<file path="config.mk">
export PLATFORM = sky130hd
export DESIGN_NAME = jesd204b_scrambler_flat
export DESIGN_NICKNAME = d
export VERILOG_FILES = /design/src/rtl/jesd204b_scrambler_if.sv /design/src/rtl/jesd204b_scrambler.sv /design/src/flat_wrapper.sv
export SDC_FILE = /design/constraint.sdc
export NUM_CORES = 1
export LEC_CHECK = 0
export ABC_AREA = 0
export ABC_CLOCK_PERIOD_IN_PS = 4000
export CAP_MARGIN = 30
export CORE_ASPECT_RATIO = 1.4
export CORE_MARGIN = 8
export CORE_UTILIZATION = 54
export CTS_BUF_LIST = sky130_fd_sc_hd__clkbuf_16
export CTS_CLUSTER_SIZE = 14
export DETAILED_ROUTE_END_ITERATION = 8
export GPL_TIMING_DRIVEN = 1
export PLACE_DENSITY = 0.83
export SLEW_MARGIN = 40
export SYNTH_ARGS = -nofsm -noshare
export SYNTH_HDL_FRONTEND = slang
export SYNTH_SLANG_ARGS = --single-unit
</file>
<file path="constraint.sdc">
create_clock -name clk -period 4 [get_ports clk]
set_input_delay 0.6 -clock clk [delete_from_list [all_inputs] [get_ports clk]]
set_output_delay 0.6 -clock clk [all_outputs]
set_load 0.05 [all_outputs]
</file>
<file path="src/rtl/jesd204b_scrambler_if.sv">
// ---------------------------------------------------------------------------------------------
// jesd204b_scrambler_if
// Purpose : groups the streaming signals of the JESD204B lane scrambler into one bundle.
// Signals :
//   en         1 = scramble, 0 = bypass (sampled with each accepted word)
//   in_data    unscrambled word, bit DATA_WIDTH-1 first in time
//   in_valid   in_data valid
//   in_ready   scrambler can accept a word this cycle
//   out_data   scrambled word, same bit order as in_data
//   out_valid  out_data valid
//   out_ready  downstream accepts out_data
// Modports:
//   master  drives the input side and out_ready (transport layer / testbench)
//   slave   the scrambler itself
// ---------------------------------------------------------------------------------------------
interface jesd204b_scrambler_if #(
    parameter int unsigned DATA_WIDTH = 64
);
    logic                  en;
    logic [DATA_WIDTH-1:0] in_data;
    logic                  in_valid;
    logic                  in_ready;
    logic [DATA_WIDTH-1:0] out_data;
    logic                  out_valid;
    logic                  out_ready;

    modport master (
        output en,
        output in_data,
        output in_valid,
        input  in_ready,
        input  out_data,
        input  out_valid,
        output out_ready
    );

    modport slave (
        input  en,
        input  in_data,
        input  in_valid,
        output in_ready,
        output out_data,
        output out_valid,
        input  out_ready
    );
endinterface

</file>
<file path="src/rtl/jesd204b_scrambler.sv">
// ---------------------------------------------------------------------------------------------
// jesd204b_scrambler
// Purpose : JESD204B TX self-synchronous scrambler, polynomial 1 + x^14 + x^15, one lane.
//           Sits between the TX transport layer and the 8b/10b encoder. DATA_WIDTH bits per
//           clock, valid/ready handshake, one output register (latency 1 clk).
// Parameters:
//   DATA_WIDTH  word width in bits, multiple of 8 and >= 16
//   INIT_STATE  scrambler state after reset and while disabled
// Ports:
//   clk        clock, rising edge
//   reset      synchronous, active-high reset
//   bus        jesd204b_scrambler_if.slave (en, in_*, out_* handshake)
//   seed_load  (JESD204B_SCR_SEED_LOAD_EN only) load seed into the state on this edge
//   seed       (JESD204B_SCR_SEED_LOAD_EN only) 15-bit state value to load
// Configuration:
//   JESD204B_SCR_SEED_LOAD_EN  when defined, adds seed_load/seed ports. Without it the state
//                              changes only through reset, the en=0 reload or accepted words.
// ---------------------------------------------------------------------------------------------
module jesd204b_scrambler #(
    parameter int unsigned DATA_WIDTH = 64,
    parameter logic [14:0] INIT_STATE = 15'h7F80
) (
    input  logic                     clk,
    input  logic                     reset,
    jesd204b_scrambler_if.slave      bus
`ifdef JESD204B_SCR_SEED_LOAD_EN
    ,
    input  logic                     seed_load,
    input  logic [14:0]              seed
`endif
);

    // Scrambles one word MSB-first. The state shifts in the scrambled bit (self-synchronous),
    // so the receiver can rebuild the state from the line alone. Returns {data, final state}.
    function automatic logic [DATA_WIDTH+14:0] scramble_word(
        input logic [DATA_WIDTH-1:0] data,
        input logic [14:0]           st_in
    );
        logic [14:0]           st;
        logic [DATA_WIDTH-1:0] q;
        logic                  s;
        st = st_in;
        q  = '0;
        for (int i = DATA_WIDTH - 1; i >= 0; i--) begin
            s    = data[i] ^ st[14] ^ st[13];
            q[i] = s;
            st   = {st[13:0], s};
        end
        return {q, st};
    endfunction

    logic [14:0]           r_state;
    logic [DATA_WIDTH-1:0] r_out_data;
    logic                  r_out_valid;

    logic [DATA_WIDTH-1:0] w_scr_data;
    logic [14:0]           w_scr_state;
    logic                  w_in_ready;
    logic                  w_accept;
    logic [14:0]           w_state_d;
    logic [DATA_WIDTH-1:0] w_out_data_d;
    logic                  w_out_valid_d;

    // No skid buffer: ready only when the output register is empty or draining this cycle.
    assign w_in_ready    = !r_out_valid || bus.out_ready;
    assign w_accept      = bus.in_valid && w_in_ready;

    assign bus.in_ready  = w_in_ready;
    assign bus.out_data  = r_out_data;
    assign bus.out_valid = r_out_valid;

    always_comb begin
        {w_scr_data, w_scr_state} = scramble_word(bus.in_data, r_state);
    end

    // State update. Holding while en=1 and idle keeps the sequence intact across stalls;
    // en=0 always reloads so the next enabled word starts from a known state.
    always_comb begin
        w_state_d = r_state;
        if (w_accept) begin
            w_state_d = bus.en ? w_scr_state : INIT_STATE;
        end else if (!bus.en) begin
            w_state_d = INIT_STATE;
        end
`ifdef JESD204B_SCR_SEED_LOAD_EN
        // Seed wins over everything; a word accepted on this edge already used the old state.
        if (seed_load) begin
            w_state_d = seed;
        end
`endif
    end

    // Output register: load on accept (which may coincide with a drain), clear valid on drain.
    always_comb begin
        w_out_data_d  = r_out_data;
        w_out_valid_d = r_out_valid;
        if (w_accept) begin
            w_out_data_d  = bus.en ? w_scr_data : bus.in_data;
            w_out_valid_d = 1'b1;
        end else if (bus.out_ready) begin
            w_out_valid_d = 1'b0;
        end
    end

    always_ff @(posedge clk) begin
        if (reset) begin
            r_state     <= INIT_STATE;
            r_out_data  <= '0;
            r_out_valid <= 1'b0;
        end else begin
            r_state     <= w_state_d;
            r_out_data  <= w_out_data_d;
            r_out_valid <= w_out_valid_d;
        end
    end

endmodule
</file>
<file path="src/flat_wrapper.sv">
// flat-port wrapper written by rule: the top's interface ports become plain ports
module jesd204b_scrambler_flat 
#(
    parameter int unsigned DATA_WIDTH = 64,
    parameter logic [14:0] INIT_STATE = 15'h7F80
)
  (clk, reset, bus_en, bus_in_data, bus_in_valid, bus_in_ready, bus_out_data, bus_out_valid, bus_out_ready);
  jesd204b_scrambler_if #(.DATA_WIDTH(DATA_WIDTH)) bus_i ();
  input  logic clk;
  input  logic reset;
  input wire logic [$bits(bus_i.en)-1:0] bus_en;
  input wire logic [$bits(bus_i.in_data)-1:0] bus_in_data;
  input wire logic [$bits(bus_i.in_valid)-1:0] bus_in_valid;
  output wire logic [$bits(bus_i.in_ready)-1:0] bus_in_ready;
  output wire logic [$bits(bus_i.out_data)-1:0] bus_out_data;
  output wire logic [$bits(bus_i.out_valid)-1:0] bus_out_valid;
  input wire logic [$bits(bus_i.out_ready)-1:0] bus_out_ready;
  assign bus_i.en = bus_en;
  assign bus_i.in_data = bus_in_data;
  assign bus_i.in_valid = bus_in_valid;
  assign bus_in_ready = bus_i.in_ready;
  assign bus_out_data = bus_i.out_data;
  assign bus_out_valid = bus_i.out_valid;
  assign bus_i.out_ready = bus_out_ready;
  jesd204b_scrambler #(.DATA_WIDTH(DATA_WIDTH), .INIT_STATE(INIT_STATE)) u_core (.clk(clk), .reset(reset), .bus(bus_i));
endmodule
</file>
Word-level counts from Yosys, hierarchy flattened
Index checks and enable logic that the tools add are counted.
{ "op_classes": {"n_eq_ne": 1, "muxes": 6, "bitwise_logic": 128, "n_reduce_logical": 4} }
{ "ops": {"columns": ["cell", "n"], "rows": [
  ["XOR 1 bit", 128],
  ["two-way mux 64 bit", 1],
  ["two-way mux 15 bit", 3],
  ["two-way mux 1 bit", 2],
  ["!= test 2 x 1 -> 1 bit, second input constant", 1],
  ["nonzero test 2 bit", 1],
  ["logical AND 1 bit", 1],
  ["zero test 1 bit", 1],
  ["logical OR 1 bit", 1]
]} }
{ "word_totals": {"reg_bits": 80, "input_bits": 69, "out_inout_bits": 66, "word_cells": 142} }

Depth between registers and ports, before layout
Gate-level depths: netlist of run 1.
{ "depth": {"word_depth": 12, "mapped_depth": 8, "depth_no_buf": 7} }

Worst setup path after synthesis of run 1
Ideal clock, no wire load.
{ "synth_timing": {"path_type": "input to register", "startpoint": "input bus_out_ready", "endpoint": "register u_core.r_out_data[37], in the netlist u_core.bus.out_data[37]", "setup_time_ns": 0.086, "t_arrival_ns": 2.197, "t_required_ns": 3.914, "setup_slack_ns": 1.717, "path_stages": 7, "path_buffers": 3, "path_cell_list": "nand2b_1 -> and2_1 -> clkbuf_1 -> clkbuf_1 -> clkbuf_1 -> nor2_1 -> a211oi_1"} }
{ "synth_via": {"elab_chain_cells": 2} }
{ "synth_rtl": {"columns": ["item", "line", "source"], "rows": [
  ["from (decl)", "flat_wrapper.sv:17", "input wire logic [$bits(bus_i.out_ready)-1:0] bus_out_ready;"],
  ["logical OR 1 bit", "jesd204b_scrambler.sv:65", "assign w_in_ready = !r_out_valid || bus.out_ready;"],
  ["logical AND 1 bit", "jesd204b_scrambler.sv:66", "assign w_accept = bus.in_valid && w_in_ready;"],
  ["to (signal assigned)", "jesd204b_scrambler.sv:112", "r_out_data <= w_out_data_d;"],
  ["to (decl)", "jesd204b_scrambler.sv:53", "logic [DATA_WIDTH-1:0] r_out_data;"]
]} }
Every way passes these cells.
A chain may end at the register's enable or synchronous reset.

Worst setup path after layout of run 1
{ "layout_timing": {"startpoint": "input bus_in_data[60]", "endpoint": "register u_core.r_out_data[2], in the netlist u_core.bus.out_data[2]"} }
{ "layout_via": {"elab_chain_cells": 9, "elab_cells_between_ends": 17, "cone_classes": "1 x mux; 16 x bitwise"} }
{ "layout_rtl": {"columns": ["item", "line", "source"], "rows": [
  ["from (decl)", "flat_wrapper.sv:12", "input wire logic [$bits(bus_i.in_data)-1:0] bus_in_data;"],
  ["XOR 1 bit (*) (2 in series)", "jesd204b_scrambler.sv:45", "s = data[i] ^ st[14] ^ st[13];"],
  ["XOR 1 bit (5 in series)", "jesd204b_scrambler.sv:45", null],
  ["XOR 1 bit (*)", "jesd204b_scrambler.sv:45", null],
  ["two-way mux 64 bit (*)", "jesd204b_scrambler.sv:98", "w_out_data_d = bus.en ? w_scr_data : bus.in_data;"]
]} }
Every way passes the cells marked *; elsewhere a longest branch is shown, timed or not.

==> results of run 1 <==
report_power, final:
part           switching (mW)  total [mW]  internal (mW)
sequential              0.131        1.06          0.934
clock                   0.311       0.848          0.536
combinational            1.40        2.57           1.16
total                    1.85        4.48           2.63
per-layer routing:
metal | vias up | track usage [%] | wire (µm)
li1 | 2082 | - | -
met1 | 2048 | 25.0 | 5690
met2 | 134 | 41.1 | 8040
met3 | 33 | 2.80 | 619
met4 | 0 | 11.9 | 558
met5 | - | 0 | 0
synth_stat cells (all sizes together) (2+ instances only):
cell	count	area share [%]
clkbuf	34	2.5
xnor3	18	7.9
nand3	5	0.48
buf	12	1.3
xor2	55	9.3
mux2i	12	2.3
nor2	88	6.4
o21ai	8	0.77
nand2	40	2.9
xor3	3	1.4
inv	4	0.29
and2	2	0.24
a21oi	21	2.0
nand2b	2	0.24
xnor2	102	20
a211oi	57	8.4
and3	6	0.73
o211ai	8	1.2
dfxtp	80	31
layout make-up:
type                    instances  area, µm²
flip-flops and latches         80       1600
multi-input cells             431       3370
clock buffers                   9        225
fillers                       684       2580
clock inverters                 7       80.1
well taps                     110        138
inverters                       4       15.0
repair buffers                141       1400
registers in the layout (all words and copies together), names as in the netlist:
signal / count
u_core.bus.out_data: 64
u_core.r_state: 15
u_core.bus.out_valid: 1
critical path, stage by stage:
cell,delay (ns)
clkdlybuf4s50_1,0.55
xnor3_1,0.29
xnor2_2,0.37
xnor3_1,0.51
xor2_1,0.24
xor3_1,0.28
nand2_1,0.13
o21ai_1,0.09
metrics by stage:
stage	total power, mW	util [%]	cell area [µm²]	hold slack [ns]
2_1_floorplan	3.02	-	5180	0.484
6_report	4.48	72.6	6830	0.486
4_1_cts	4.48	72.4	6810	0.490
3_5_place_dp	3.61	69.1	6500	0.477
5_1_grt	4.70	72.6	6830	0.517
3_3_place_gp	3.55	69.1	6500	0.477
cell usage in the layout, fill, tap and decap left out, types with 2 or more instances in the layout:
master	instances
a211oi_1	56
a21oi_1	21
and3_1	6
buf_2	2
buf_4	6
bufinv_16	2
clkbuf_16	9
clkdlybuf4s50_1	132
dfxtp_1	80
inv_1	6
mux2i_1	12
nand2_1	40
nand2b_1	2
nand3_1	5
nor2_1	87
o211ai_1	8
o21ai_0	7
xnor2_1	87
xnor2_2	11
xnor2_4	4
xnor3_1	17
xor2_1	55
xor3_1	3
logic make-up after synthesis:
| group | count (synthesis) | synth area share [%] |
|---|---|---|
| compound gates | 96 | 12.6 |
| xor+xnor | 178 | 38.8 |
| buf+inv | 50 | 4.01 |
| flops | 80 | 30.9 |
| mux | 12 | 2.32 |
| simple gates | 145 | 11.2 |
worst paths after layout:
| check | from | slack, ns | to | cells after the start |
|---|---|---|---|---|
| min | u_core.bus.out_data[7] | 0.49 | u_core.bus.out_data[7] | 2 |
| min reg2reg | u_core.bus.out_data[7] | 0.49 | u_core.bus.out_data[7] | 2 |
| max | bus_in_data[60] | 1.15 | u_core.bus.out_data[2] | 8 |
| max reg2reg | u_core.r_state[9] | 1.28 | u_core.bus.out_data[2] | 7 |
==> run summary, run 1 <==
Routed WL per cell: 19.1 µm
Starting Density: 55.0%
CTS tree: done
CP Launch Type: primary input
Yosys Warn Count: 0
Total gr overflow: 0
PD cells: 656 nW/µm²
CTS buffer count: 9
Post-layout min period: 2.85 ns
CTS clk-pin slew, worst paths: 0.06 ns
Port Buffers: 134
Largest net degree at the start of global routing: 85
Crit path max fanout: 5
Gpl congestion: 0.847
Setup WS pre-CTS: 0.879 ns
Final Max Slew Viols: 0
CTS H-tree lvls: 3
Routed vias/inst: 5.49
Mapped cell area: 5180 µm²
Arrival @ worst endpoint: 3.05 ns
Starting DRT DRC Count: 257
LEAKAGE: 2.76 nW
Post-synth top flop: dfxtp_1
N_diodes: 0
VDD IR max: 0.000364 V
Clock buffer depth: 2
Final Hold Viols: 0
CTS resizes: 0
Die Ht: 132 µm
Setup bufs post-CTS: 0
Max-Cap Viols: 0
IO Count: 135
Library cells used by synthesis: 30
Ys async rst share: 0%
Share of cells above drive strength 1: 6.10%
Max_slew headroom: 55.7%
CP required: 4.20 ns
Synth Instances: 561
Syn avg cell area: 9.23 µm²
Crit path kind: in2reg
Final WS setup: 1.15 ns
# DRC: 0
Antenna violations before repair: 0
DRT antenna net count: 0
Clock Skew: 0.00547 ns
Total wire length: 14,900 µm
Period utilization: 71.1%
Hold Path Class: reg2reg
GRT Total Usage: 22.7%
Clock latency on the worst-skew pair: 0.33 ns
Post-DP HPWL: 11,200 µm
Area growth, synth to finish: 31.9%
Post-Route Setup TNS: 0 ns
Setup repair after global routing missed its margin: false
Crit. End Element: flop
EDFF count, synth: 0
Die width: 98.7 µm
Yosys reg bits: 80
Num Clock Sinks: 80
Root buf cell: clkbuf_16
Core Area: 9410 µm²
Vias post-DR: 4,297
Post-Layout Cell Count: 782
FMAX: 351 MHz
Num rows: 42
Vias in the first global route: 4,449
Synthesized Nets: 630
First-pass GRT wire length: 23,500 µm
Fin nets: 736
Sequential share of the synthesized area: 30.9%
Dpl cells: 765
Outcome: finished clean
Router iterations before antenna repair: 4
Die area: 13,000 µm²
# hold bufs at CTS: 0
Final Setup Violations: 0
Pin slew with the least headroom to its limit: 0.664 ns
Power figures use the tool's default switching activity.
==> run 2: changes to the inputs <==
ABC_CLOCK_PERIOD_IN_PS = 2410   (was 4000)
CORE_UTILIZATION = 45   (was 54)
PLACE_DENSITY = 0.74   (was 0.83)
clock period = 2.41 ns   (was 4 ns; I/O delays follow)
==> run 2 against run 1 <==
  * Critical path depth is 1 higher
  * Die area is 17% higher
  * Routed wire length is 4.0% higher
  * Register-to-register slack worse by 1.1 ns
  * Sequential share of layout area is 1.6 points lower
  * Flip-flop and latch count stayed put
  * Critical path type unchanged
  * Critical endpoint is now u_core.bus.out_data[3]
==> run summary, run 2 (synthesis results as in run 1) <==
Commonest non-fill, non-tap cells in the layout: clkdlybuf4s50_1 (130), nor2_1 (88), xnor2_1 (85), dfxtp_1 (78), buf_4 (63)
Router iterations before antenna repair: 4 (unchanged)
Port Buffers: 134 (unchanged)
Total power: 8.28 mW (+85%)
Setup bufs post-CTS: 0 (unchanged)
Largest net degree at the start of global routing: 51 (-40%)
Die width: 107 µm (+8.0%)
Antenna violations before repair: 0 (unchanged)
Clock buffer depth: 2 (unchanged)
Core Area: 11,300 µm² (+20%)
VDD IR max: 0.000711 V (+95%)
Crit. End Element: flop
CTS buffer count: 9 (unchanged)
Final Hold Viols: 0 (unchanged)
Post-Route Setup TNS: 0 ns (unchanged)
Placement Cell Area: 7020 µm² (+8.0%)
PD cells: 1130 nW/µm² (+72%)
LEAKAGE: 3.05 nW (+10%)
Pin slew with the least headroom to its limit: 0.700 ns (+0.0357 ns)
Vias post-DR: 4,436 (+3.2%)
Max_slew headroom: 53.3% (-2.4 points)
Outcome: finished clean
Gpl congestion: 0.938 (+11%)
Clock latency on the worst-skew pair: 0.34 ns (about the same)
Total gr overflow: 0 (unchanged)
Crit path max fanout: 3 (-2)
CP required: 2.62 ns (-1.58 ns)
Final Max Slew Viols: 0 (unchanged)
CTS tree: done
Total wire length: 15,500 µm (+4.0%)
Final hold slack: 0.401 ns (-0.0849 ns)
Routed WL per cell: 17.7 µm (-7.0%)
Final Setup Violations: 0 (unchanged)
Final WS setup: 0.141 ns (-1.01 ns)
IO Count: 135 (unchanged)
Max reg flops: 64 (unchanged)
CP Launch Type: primary input
Setup WS pre-CTS: -0.248 ns (-1.13 ns)
Post-DP HPWL: 12,200 µm (+8.2%)
FMAX: 441 MHz
Post-layout min period: 2.27 ns
Fin nets: 794 (+7.9%)
Num rows: 46 (+9.5%)
N_diodes: 0 (unchanged)
# DRC: 0 (unchanged)
Num Clock Sinks: 80 (unchanged)
Starting Density: 45.9% (-9.1 points)
Final core utilization: 65.1% (-7.5 points)
Root buf cell: clkbuf_16
Die Ht: 143 µm (+8.4%)
GRT Total Usage: 20.7% (-2.0 points)
Die area: 15,200 µm² (+17%)
Area growth, synth to finish: 41.9%
Vias in the first global route: 4,704 (+5.7%)
# hold bufs at CTS: 0 (unchanged)
Routed vias/inst: 5.08 (-7.6%)
Starting DRT DRC Count: 130 (-49%)
Fillers: 958 (+40%)
CTS clk-pin slew, worst paths: 0.07 ns (about the same)
Setup repair after global routing missed its margin: false
Dpl cells: 858 (+12%)
Clock Skew: 0.00564 ns (+0.000164 ns)
Period utilization: 94.1%
CTS H-tree lvls: 3 (unchanged)
First-pass GRT wire length: 24,600 µm (+4.4%)
Post-Layout Cell Count: 874 (+12%)
DRT antenna net count: 0 (unchanged)
Max-Cap Viols: 0 (unchanged)
Crit path kind: in2reg
Post-route cell area: 7350 µm² (+7.6%)
Commonest non-fill, non-tap cell in the layout: clkdlybuf4s50_1
Hold Path Class: in2reg
Share of cells above drive strength 1: 14.8% (+8.7 points)
Arrival @ worst endpoint: 2.48 ns (-0.57 ns)
==> run 2: cell count changes in the layout (fill, tap and decap cells not counted), moves of 2 or more <==
cell,previous run,this run
buf_4,6,63
buf_12,1,3
clkdlybuf4s50_1,132,130
clkinvlp_4,0,2
dfxtp_1,80,78
dfxtp_2,0,2
inv_1,6,4
xnor2_1,87,85
xnor2_2,11,13
xnor3_1,17,15
xnor3_2,1,3
==> run 2: critical path, stage by stage <==
cell and delay, ns:
clkdlybuf4s50_1 0.56, xnor3_1 0.28, xnor2_2 0.17, xnor3_2 0.50
xor2_2 0.18, buf_4 0.15, xnor2_1 0.12, nand2_1 0.09
o21ai_0 0.08
==> run 2: layout make-up <==
class	instances	area (µm²)	share of cell area, %
timing repair buffer	199	1860	25.3
tap	144	180	2.45
inverter	4	15.0	0.204
sequential	80	1600	21.8
clock inverter	7	71.3	0.971
clock buffer	9	225	3.07
multi-input combinational	431	3390	46.2
==> run 2: repair_timing <==
item,4_1_cts,5_1_grt
setup endpoints to repair,0,8
endpoints found under the hold margin,0,0
resized for setup,0,8
==> run 2: report_power, final <==
group	internal, mW	switching [mW]	leakage [nW]
sequential	1.55	0.194	0.661
clock	0.804	0.605	0.139
combinational	2.55	2.58	2.25
==> run 2: path summary, 6_finish.rpt <==
check                           slack (ns)  cells after the start               startpoint                 endpoint
worst max-delay path                  0.14                      9          bus_in_data[60]   u_core.bus.out_data[3]
worst min-delay path                  0.40                      3                    reset        u_core.r_state[5]
worst max register to register        0.16                      7       u_core.r_state[12]   u_core.bus.out_data[2]
worst min register to register        0.50                      2  u_core.bus.out_data[11]  u_core.bus.out_data[11]
==> run 2: routing by layer <==
layer / vias up / track usage (%) / wire length [µm]
met4: 0 / 11.5 / 625
met2: 108 / 37.1 / 8140
met1: 2087 / 22.8 / 6050
met5: - / 0 / 0
met3: 32 / 2.98 / 679
li1: 2209 / - / -
==> run 3: changes to the inputs <==
CORE_UTILIZATION = 40   (was 45)
PLACE_DENSITY = 0.66   (was 0.74)
RECOVER_POWER = 50   (was default)
==> run 3 against run 2 <==
  * Clock power down 4%
  * Global-route usage down 2.0 points
  * Sequential power about the same
  * Flip-flop and latch count unchanged
  * Largest cell class unchanged
==> run summary, run 3 (synthesis results as in run 1) <==
P_sw: 3.26 mW (-3.4%)
Buffers & Inverters on Critical Path: 1 (-1)
CTS buffer count: 9 (unchanged)
Commonest non-fill, non-tap cell in the layout: nor2_1
Root buf cell: clkbuf_16
CP delay by family, top: XOR/XNOR gates
Register Area: 1600 µm² (about the same)
DRT antenna net count: 0 (unchanged)
Reg2Reg Setup Slack: 0.15 ns (about the same)
PD cells: 1100 nW/µm² (-2.5%)
Clock Skew: 0.00814 ns (+0.00251 ns)
Pint: 4.72 mW (-3.8%)
Pin slew with the least headroom to its limit: 0.743 ns (+0.0429 ns)
Total gr overflow: 0 (unchanged)
Clock buffer depth: 2 (unchanged)
Max-Cap Viols: 0 (unchanged)
Final WS setup: 0.122 ns (-0.0193 ns)
CP Launch Type: primary input
Die area: 16,900 µm² (+11%)
Post-route cell area: 7260 µm² (-1.2%)
Seq pwr share: 21.8% (+0.7 points)
Die width: 112 µm (+5.2%)
Setup WS pre-CTS: -0.221 ns (+0.0273 ns)
Max reg flops: 64 (unchanged)
Core Area: 12,800 µm² (+13%)
Starting DRT DRC Count: 176 (+35%)
Gpl congestion: 0.887 (-5.4%)
Share of cells above drive strength 1: 12.9% (-1.9 points)
N_diodes: 0 (unchanged)
Fillers: 1,164 (+22%)
Total wire length: 15,700 µm (+1.6%)
Cell Chain, Critical Path: clkdlybuf4s50_1, xnor3_1, xnor2_2, xnor3_1, xor2_1, xor3_1, nand2_1, o21ai_1
Starting Density: 40.6% (-5.3 points)
Outcome: finished clean
Placement Cell Area: 6970 µm² (-0.69%)
Area occupied by multi-input gates: 3380 µm² (-0.33%)
VDD IR max: 0.000523 V (-26%)
Routed vias/inst: 4.98 (-1.9%)
Port Buffers: 134 (unchanged)
Vias post-DR: 4,358 (-1.8%)
Num Clock Sinks: 80 (unchanged)
GRT Total Usage: 18.7% (-2.0 points)
FMAX: 437 MHz (-0.84%)
Final Hold Viols: 0 (unchanged)
Die Ht: 151 µm (+5.4%)
CP required: 2.63 ns (about the same)
Clock latency on the worst-skew pair: 0.33 ns (about the same)
Switching share of power: 40.9% (+0.10 points)
Post-Route Setup TNS: 0 ns (unchanged)
Logic pwr share: 61.2% (-0.7 points)
CTS tree: done
Crit-path slowest cell: clkdlybuf4s50_1
Routed WL per cell: 18.0 µm (+1.5%)
Crit path kind: in2reg
Arrival @ worst endpoint: 2.50 ns (+0.02 ns)
CTS H-tree lvls: 3 (unchanged)
Largest net degree at the start of global routing: 57 (+12%)
Setup repair after global routing missed its margin: false
Final Max Slew Viols: 0 (unchanged)
IO Count: 135 (unchanged)
Num rows: 49 (+6.5%)
Antenna violations before repair: 0 (unchanged)
Clock Power Share: 17.0% (about the same)
Crit. End Element: flop
Router iterations before antenna repair: 4 (unchanged)
Commonest non-fill, non-tap cells in the layout: nor2_1 (88), xnor2_1 (85), clkdlybuf4s50_1 (83), dfxtp_1 (79), a211oi_1 (56)
# hold bufs at CTS: 0 (unchanged)
Period utilization: 94.9% (+0.80 points)
CTS clk-pin slew, worst paths: 0.07 ns (about the same)
Final Setup Violations: 0 (unchanged)
LEAKAGE: 3.11 nW (+2.1%)
Hold Path Class: reg2reg
Crit-path max cell delay: 0.56 ns (about the same)
Area growth, synth to finish: 40.3%
Post-DP HPWL: 12,500 µm (+2.7%)
Max_slew headroom: 50.4% (-2.9 points)
Vias in the first global route: 4,580 (-2.6%)
Total power: 7.98 mW (-3.6%)
Most frequent CP cell: xnor3_1
Final core utilization: 56.9% (-8.2 points)
Fin nets: 786 (-1.0%)
Crit path max fanout: 3 (unchanged)
Post-layout min period: 2.29 ns (+0.0193 ns)
# DRC: 0 (unchanged)
First-pass GRT wire length: 24,700 µm (+0.64%)
==> run 3: worst register-to-register path, cell delays in order (launching register included) <==
cell and delay (ns):
dfxtp_1 0.47, xnor2_1 0.22, xnor3_2 0.50, xnor2_2 0.33, xnor2_1 0.16, nand2_1 0.08
xor2_1 0.16, a211oi_1 0.24
==> run 3: path summary, 6_finish.rpt <==
check | end | from | cells after the start
setup / recovery | u_core.bus.out_data[2] | bus_in_data[60] | 8
hold / removal | u_core.bus.out_data[56] | u_core.bus.out_data[56] | 2
setup reg to reg | u_core.bus.out_data[21] | u_core.r_state[13] | 7
hold reg to reg | u_core.bus.out_data[56] | u_core.bus.out_data[56] | 2
==> run 3: stage by stage <==
stage	instances	hold slack, ns
after global routing	875	0.517
after CTS	875	0.500
after global placement	859	0.478
after floorplan	561	0.484
final	875	0.492
after detailed placement	859	0.485
==> run 3: layout make-up <==
| type | count | share of cell area (%) |
|---|---|---|
| clock buffers | 9 | 3.10 |
| clock inverters | 7 | 0.879 |
| inverters | 4 | 0.207 |
| multi-input cells | 431 | 46.6 |
| flip-flops and latches | 80 | 22.1 |
| well taps | 153 | 2.64 |
| repair buffers | 191 | 24.5 |
==> run 3: what timing repair did <==
item / in CTS / in global routing
resized for setup: 0 / 5
endpoints found under the setup margin: 0 / 6
buffers inserted: 0 / 0
==> run 3: routing by layer <==
layer  vias to the layer above  global-route usage (%)  share of wire (%)
li1                       2187                       -                  -
met1                      2044                    20.5                 40
met2                       107                    34.4                 53
met3                        20                    3.97                4.6
met4                         0                    7.31                2.5
met5                         -                       0                  0
==> run 3: power groups by stage <==
stage / logic [mW] / clock network [mW] / registers, mW
3_5_place_dp: 4.91 / 0 / 1.77
6_report: 4.88 / 1.36 / 1.74
3_3_place_gp: 4.87 / 0 / 1.77
4_1_cts: 4.95 / 1.38 / 1.74
2_1_floorplan: 2.72 / 0 / 2.28
5_1_grt: 5.22 / 1.44 / 1.77
